===== src/rtl/space_invaders_pkg.sv =====
// Shared definitions for the space-invaders video datapath: sprite ids,
// framebuffer geometry, blitter state encoding and the sprite bitmap rule.
`timescale 1ns/1ps
package space_invaders_pkg;

    localparam int FB_W_DEF    = 320;
    localparam int FB_H_DEF    = 200;
    localparam int SPRITE_SIZE = 16;

    localparam logic [1:0] SPRITE_BIG_ALIEN   = 2'd0;
    localparam logic [1:0] SPRITE_MID_ALIEN   = 2'd1;
    localparam logic [1:0] SPRITE_SMALL_ALIEN = 2'd2;
    localparam logic [1:0] SPRITE_PLAYER      = 2'd3;

    typedef enum logic [1:0] {
        IDLE  = 2'd0,
        FETCH = 2'd1,
        DRAW  = 2'd2,
        DONE  = 2'd3
    } blit_state_e;

    // Bitmap of one sprite row: bit c is set when column c is drawn.
    function automatic logic [15:0] sprite_row_bits(input logic [1:0] sprite,
                                                    input logic [3:0] row);
        logic [15:0] bits;
        bits = '0;
        for (int c = 0; c < SPRITE_SIZE; c++) begin
            unique case (sprite)
                SPRITE_BIG_ALIEN:   bits[c] = (row >= 4'd8)  && (c < 12);
                SPRITE_MID_ALIEN:   bits[c] = (row >= 4'd8)  && (c < 11);
                SPRITE_SMALL_ALIEN: bits[c] = (row >= 4'd8)  && (c < 8);
                default:            bits[c] = (row >= 4'd12) && (c < 13);
            endcase
        end
        return bits;
    endfunction

endpackage


===== src/rtl/sprite_rom.sv =====
// Registered sprite bitmap ROM, one 16-bit row per read, 1-cycle latency.
// Shared with the game module's collision logic.
`timescale 1ns/1ps
module sprite_rom
    import space_invaders_pkg::*;
(
    input  logic        clk,
    input  logic [1:0]  sprite,
    input  logic [3:0]  row,
    output logic [15:0] bits
);

    // Synchronous read: the addressed row appears on bits after the next edge.
    always_ff @(posedge clk) begin
        bits <= sprite_row_bits(sprite, row);
    end

endmodule


===== src/rtl/sprite_blitter.sv =====
// Walks a 16x16 sprite row by row and emits clipped single-pixel framebuffer
// writes, stalling only on drawable pixels while the write port is not granted.
`timescale 1ns/1ps
module sprite_blitter
    import space_invaders_pkg::*;
#(
    parameter int FB_W = FB_W_DEF,
    parameter int FB_H = FB_H_DEF
) (
    input  logic       clk,
    input  logic       rst_n,
    input  logic       cmd_valid,
    output logic       cmd_ready,
    input  logic [8:0] cmd_x,
    input  logic [7:0] cmd_y,
    input  logic [1:0] cmd_sprite,
    input  logic       cmd_erase,
    input  logic       fb_grant,
    output logic       fb_we,
    output logic [8:0] fb_x,
    output logic [7:0] fb_y,
    output logic       fb_data,
    output logic       busy,
    output logic       done
);

    localparam logic [9:0] FB_W_L = 10'(FB_W);
    localparam logic [8:0] FB_H_L = 9'(FB_H);

    blit_state_e state_q, state_d;
    logic [3:0]  row_q, row_d;
    logic [3:0]  col_q, col_d;
    logic [8:0]  x_q, x_d;
    logic [7:0]  y_q, y_d;
    logic [1:0]  spr_q, spr_d;
    logic        erase_q, erase_d;

    logic [15:0] rowbits;
    logic [9:0]  px;
    logic [8:0]  py;
    logic        writable;
    logic        stall;

    sprite_rom u_rom (
        .clk    (clk),
        .sprite (spr_q),
        .row    (row_q),
        .bits   (rowbits)
    );

    // Pixel coordinates are formed one bit wider so off-screen positions never wrap.
    always_comb begin
        px       = {1'b0, x_q} + {6'd0, col_q};
        py       = {1'b0, y_q} + {5'd0, row_q};
        writable = rowbits[col_q] && (px < FB_W_L) && (py < FB_H_L);
        stall    = (state_q == DRAW) && writable && !fb_grant;
    end

    // State, walk counters and latched command.
    always_ff @(posedge clk or negedge rst_n) begin
        if (!rst_n) begin
            state_q <= IDLE;
            row_q   <= '0;
            col_q   <= '0;
            x_q     <= '0;
            y_q     <= '0;
            spr_q   <= '0;
            erase_q <= 1'b0;
        end else begin
            state_q <= state_d;
            row_q   <= row_d;
            col_q   <= col_d;
            x_q     <= x_d;
            y_q     <= y_d;
            spr_q   <= spr_d;
            erase_q <= erase_d;
        end
    end

    // Next-state logic and outputs.
    always_comb begin
        state_d   = state_q;
        row_d     = row_q;
        col_d     = col_q;
        x_d       = x_q;
        y_d       = y_q;
        spr_d     = spr_q;
        erase_d   = erase_q;
        cmd_ready = 1'b0;
        busy      = 1'b1;
        done      = 1'b0;
        fb_we     = 1'b0;
        fb_data   = 1'b0;
        fb_x      = px[8:0];
        fb_y      = py[7:0];

        unique case (state_q)
            IDLE: begin
                cmd_ready = 1'b1;
                busy      = 1'b0;
                if (cmd_valid) begin
                    x_d     = cmd_x;
                    y_d     = cmd_y;
                    spr_d   = cmd_sprite;
                    erase_d = cmd_erase;
                    row_d   = '0;
                    col_d   = '0;
                    state_d = FETCH;
                end
            end
            FETCH: begin
                // ROM is addressed by row_q this cycle; bits are valid in DRAW.
                col_d   = '0;
                state_d = DRAW;
            end
            DRAW: begin
                fb_we   = writable && fb_grant;
                fb_data = !erase_q;
                if (!stall) begin
                    if (col_q == 4'd15) begin
                        if (row_q == 4'd15) begin
                            state_d = DONE;
                        end else begin
                            row_d   = row_q + 4'd1;
                            state_d = FETCH;
                        end
                    end else begin
                        col_d = col_q + 4'd1;
                    end
                end
            end
            DONE: begin
                done    = 1'b1;
                state_d = IDLE;
            end
            default: begin
                state_d = IDLE;
            end
        endcase
    end

endmodule


===== config.mk =====
export PLATFORM = sky130hd
export DESIGN_NAME = sprite_blitter
export DESIGN_NICKNAME = d
export VERILOG_FILES = /design/src/rtl/space_invaders_pkg.sv /design/src/rtl/sprite_rom.sv /design/src/rtl/sprite_blitter.sv
export SDC_FILE = /design/constraint.sdc
export NUM_CORES = 1
export LEC_CHECK = 0
export CAP_MARGIN = 20
export CELL_PAD_IN_SITES_DETAIL_PLACEMENT = 0
export CELL_PAD_IN_SITES_GLOBAL_PLACEMENT = 1
export CORE_ASPECT_RATIO = 2
export CORE_MARGIN = 2
export CORE_UTILIZATION = 36
export DETAILED_ROUTE_END_ITERATION = 10
export PLACE_DENSITY = 0.78
export SKIP_CTS_REPAIR_TIMING = 1
export SLEW_MARGIN = 20
export SYNTH_ARGS = -nofsm -noshare
export SYNTH_HDL_FRONTEND = slang
export SYNTH_HIERARCHICAL = 1
export SYNTH_SLANG_ARGS = --single-unit
export TNS_END_PERCENT = 1

===== constraint.sdc =====
create_clock -name clk -period 2.9 [get_ports clk]
set_clock_uncertainty 0.15 [all_clocks]
set_input_delay 0.29 -clock clk [delete_from_list [all_inputs] [get_ports clk]]
set_output_delay 0.29 -clock clk [all_outputs]
set_load 0.05 [all_outputs]

==> impl_metrics.ini <==
[global_route]
use_met1_pct = 19.8
use_met3_pct = 4.21
grt_overflow = 0
track_usage_pct = 16.4
grt_pass1_wl_um = 8760
top_usage_layer = met2
first_global_vias = 1958
grt_max_degree = 18
antenna_found_initial = 0
grt_util_met2_pct = 27.3

[placed_design]
io_buffers = 45
dpl.cell_count = 359
place_congestion = 0.843
place_ws_ps = 19.9
hpwl_um = 4070

[cts]
htree_levels = 2
insertion_delay_ps = 280
clk_pin_slew_worst_paths_ps = 60
cts-root-buf = clkbuf_16
cts_max_path_buffers = 2
cts.sinks = 34
numCtsBuffers = 5
cts_tree = yes

[outcome]
violations = negative setup slack
outcome = finished with violations

[synth]
synth_flop_cell = dfrtp_1
synth-simple-area-share_pct = 15.6
ys_seq_area_share_pct = 36.4
syn_area_mm2 = 0.00228
synth_top_family_by_area = compound AO/OA/AOI/OAI gates
synth_edf_count = 0
synth_fa_ha_area_share_pct = 7.24
synth_cell_types = 56
yosys-mux-area-fraction_pct = 12.7
synth_xor_xnor_area_share_pct = 3.84
synth_compound_area_share_pct = 16.6
netlist_instances = 226
synthArstFlopShare_pct = 88.2
ys_ff_latch = 34
syn_area_per_cell_um2 = 10.1
yosysWarnings = 6

[sta]
setup_viol_count_final = 1
worst_pin_slew_ps = 653
setup_ws_ps = -105
finalCritPeriodShare_pct = 104
fmax_mhz = 333
final_hold_viol_count = 0
fin_crit_ps = 3010
rsz0062_at_grt = true
maxSlewViolCount = 0
slew_headroom_pct = 56.3

[final_layout]
drive_above_1_share_pct = 31.7
regArea_um2 = 832
final_common_cell = clkdlybuf4s50_1
fill_cells = 544
fin_util_pct = 53.4
stdcell_count = 370
multi_input_area_mm2 = 0.00146
antenna_cells = 0
layout_common_cells = clkdlybuf4s50_1 (33), dfrtp_1 (29), buf_4 (26), mux2_2 (19), nand2_1 (12)
syn2layout_area_growth_pct = 45.3
nets = 319

[flow_run]
drv_cap = 0

[power]
clkPwrFrac_pct = 16.2
p_comb_share_pct = 63.9
p_total_mw = 4.30
intPower_mw = 2.32
power_density_mw_per_mm2 = 1300
p_leak_nw = 1.33
netSwitchingFraction_pct = 46.0
irDropWorstVdd_uv = 577
p_seq_share_pct = 19.9
p_switching_mw = 1.98

[floorplanning]
dieArea_mm2 = 0.00703
die_w_um = 60.3
core_mm2 = 0.00621
initial_core_util_pct = 36.8
chipHeight_um = 117
row_count = 41
pin_count = 46

[setup_path]
cp-end-kind = primary output
worstPathRequired_ps = 2460
reg2reg_to = col_q[0]
r2r_setup_slack_ps = 50
crit_path_max_fanout = 3
r2r-start = y_q[0]
cp-start-kind = flop
cp_data_arrival_time_ps = 2570
ff2ff_path_depth = 11
worstSetupPathType = reg -> out

[route]
drc = 0
vias = 1899
via_per_inst = 5.13
wire_per_inst_um = 14.3
routed_wl_um = 5300
dr.first_iter.drc_count = 53
first_pass_iters = 4
ant_nets = 0

[worst_hold_path]
hp-class = in -> async
layout make-up:
class,count,share of cell area [%]
multi-input cells,165,44.0
flip-flops and latches,34,25.1
repair buffers,67,20.7
clock buffers,5,3.77
well taps,86,3.25
clock inverters,3,2.08
inverters,10,1.13
how the worst max path moves through the flow:
stage	startpoint	endpoint	slack, ps	depth (start not counted)
floorplan	row_q[2]	row_q[0]	-70	8
global placement	y_q[0]	col_q[0]	90	12
detailed placement	y_q[0]	col_q[0]	20	12
CTS	y_q[0]	fb_we	-230	11
global route	y_q[0]	fb_we	-210	10
finish	y_q[0]	fb_we	-110	10
metrics by stage:
stage          TNS [ps]  hold slack, ps  instance area [um^2]
6_report           -105             267                  3320
5_1_grt            -558             330                  3320
4_1_cts            -234             301                  3230
3_5_place_dp          0             351                  3030
3_3_place_gp          0             341                  3030
2_1_floorplan      -235            -156                  2400
layer usage:
layer / share of wire, % / vias up
li1: - / 927
met2: 52 / 58
met5: 0 / -
met4: 2.0 / 0
met1: 41 / 901
met3: 5.3 / 13
Yosys cell counts (all sizes together) (2+ instances only):
library cell | n | share of area, %
mux2i | 3 | 1.3
o22ai | 3 | 0.82
fa | 2 | 1.8
o21a | 3 | 0.99
o31ai | 2 | 0.66
nand4 | 4 | 1.1
dfrtp | 30 | 33
mux2 | 19 | 9.4
xor2 | 5 | 1.9
xnor2 | 5 | 1.9
o211ai | 2 | 0.66
mux4 | 2 | 2.0
a32o | 3 | 1.3
nand2b | 8 | 2.2
clkbuf | 4 | 0.66
a211o | 2 | 0.77
o2bb2ai | 2 | 0.77
and3 | 2 | 0.55
nor4 | 2 | 1.5
a211oi | 4 | 1.3
nor2 | 14 | 2.4
buf | 15 | 5.2
and2 | 3 | 0.82
o21ai | 8 | 1.9
or2 | 4 | 1.1
a21oi | 10 | 2.2
nor3 | 6 | 1.3
dfxtp | 4 | 3.5
nand2 | 12 | 2.0
ha | 10 | 5.5
nand3 | 4 | 0.88
inv | 10 | 1.6
o21bai | 2 | 0.66
sequential cells by signal, indices dropped and copies added (netlist names):
name,cells
col_q,4
u_rom/bits,4
y_q,8
state_q,2
erase_q,1
row_q,4
x_q,9
spr_q,2
kinds of logic (layout without fill, tap and decap cells):
kind of cell / Yosys count / count (layout)
simple gates: 64 / 64
xor+xnor: 10 / 10
flops: 34 / 34
compound gates: 52 / 52
other cells: 1 / 3
fa+ha+maj: 12 / 12
buf+inv: 29 / 85
mux: 24 / 24
worst max-delay path: stages (launching register included):
cell and delay, ps:
dfrtp_1 350, ha_2 200, inv_2 40, fa_2 340
nand2b_4 190, a211oi_4 340, xor2_4 200, o311a_4 240
nor3_2 50, and2_4 190, buf_12 140
power groups by stage:
stage / Combinational [mW] / Sequential, mW / Clock, mW
6_report: 2.75 / 0.856 / 0.697
5_1_grt: 2.92 / 0.892 / 0.733
4_1_cts: 2.67 / 0.858 / 0.711
3_5_place_dp: 2.66 / 0.865 / 0
3_3_place_gp: 2.63 / 0.856 / 0
2_1_floorplan: 1.79 / 0.826 / 0
Power figures use the tool's default switching activity.
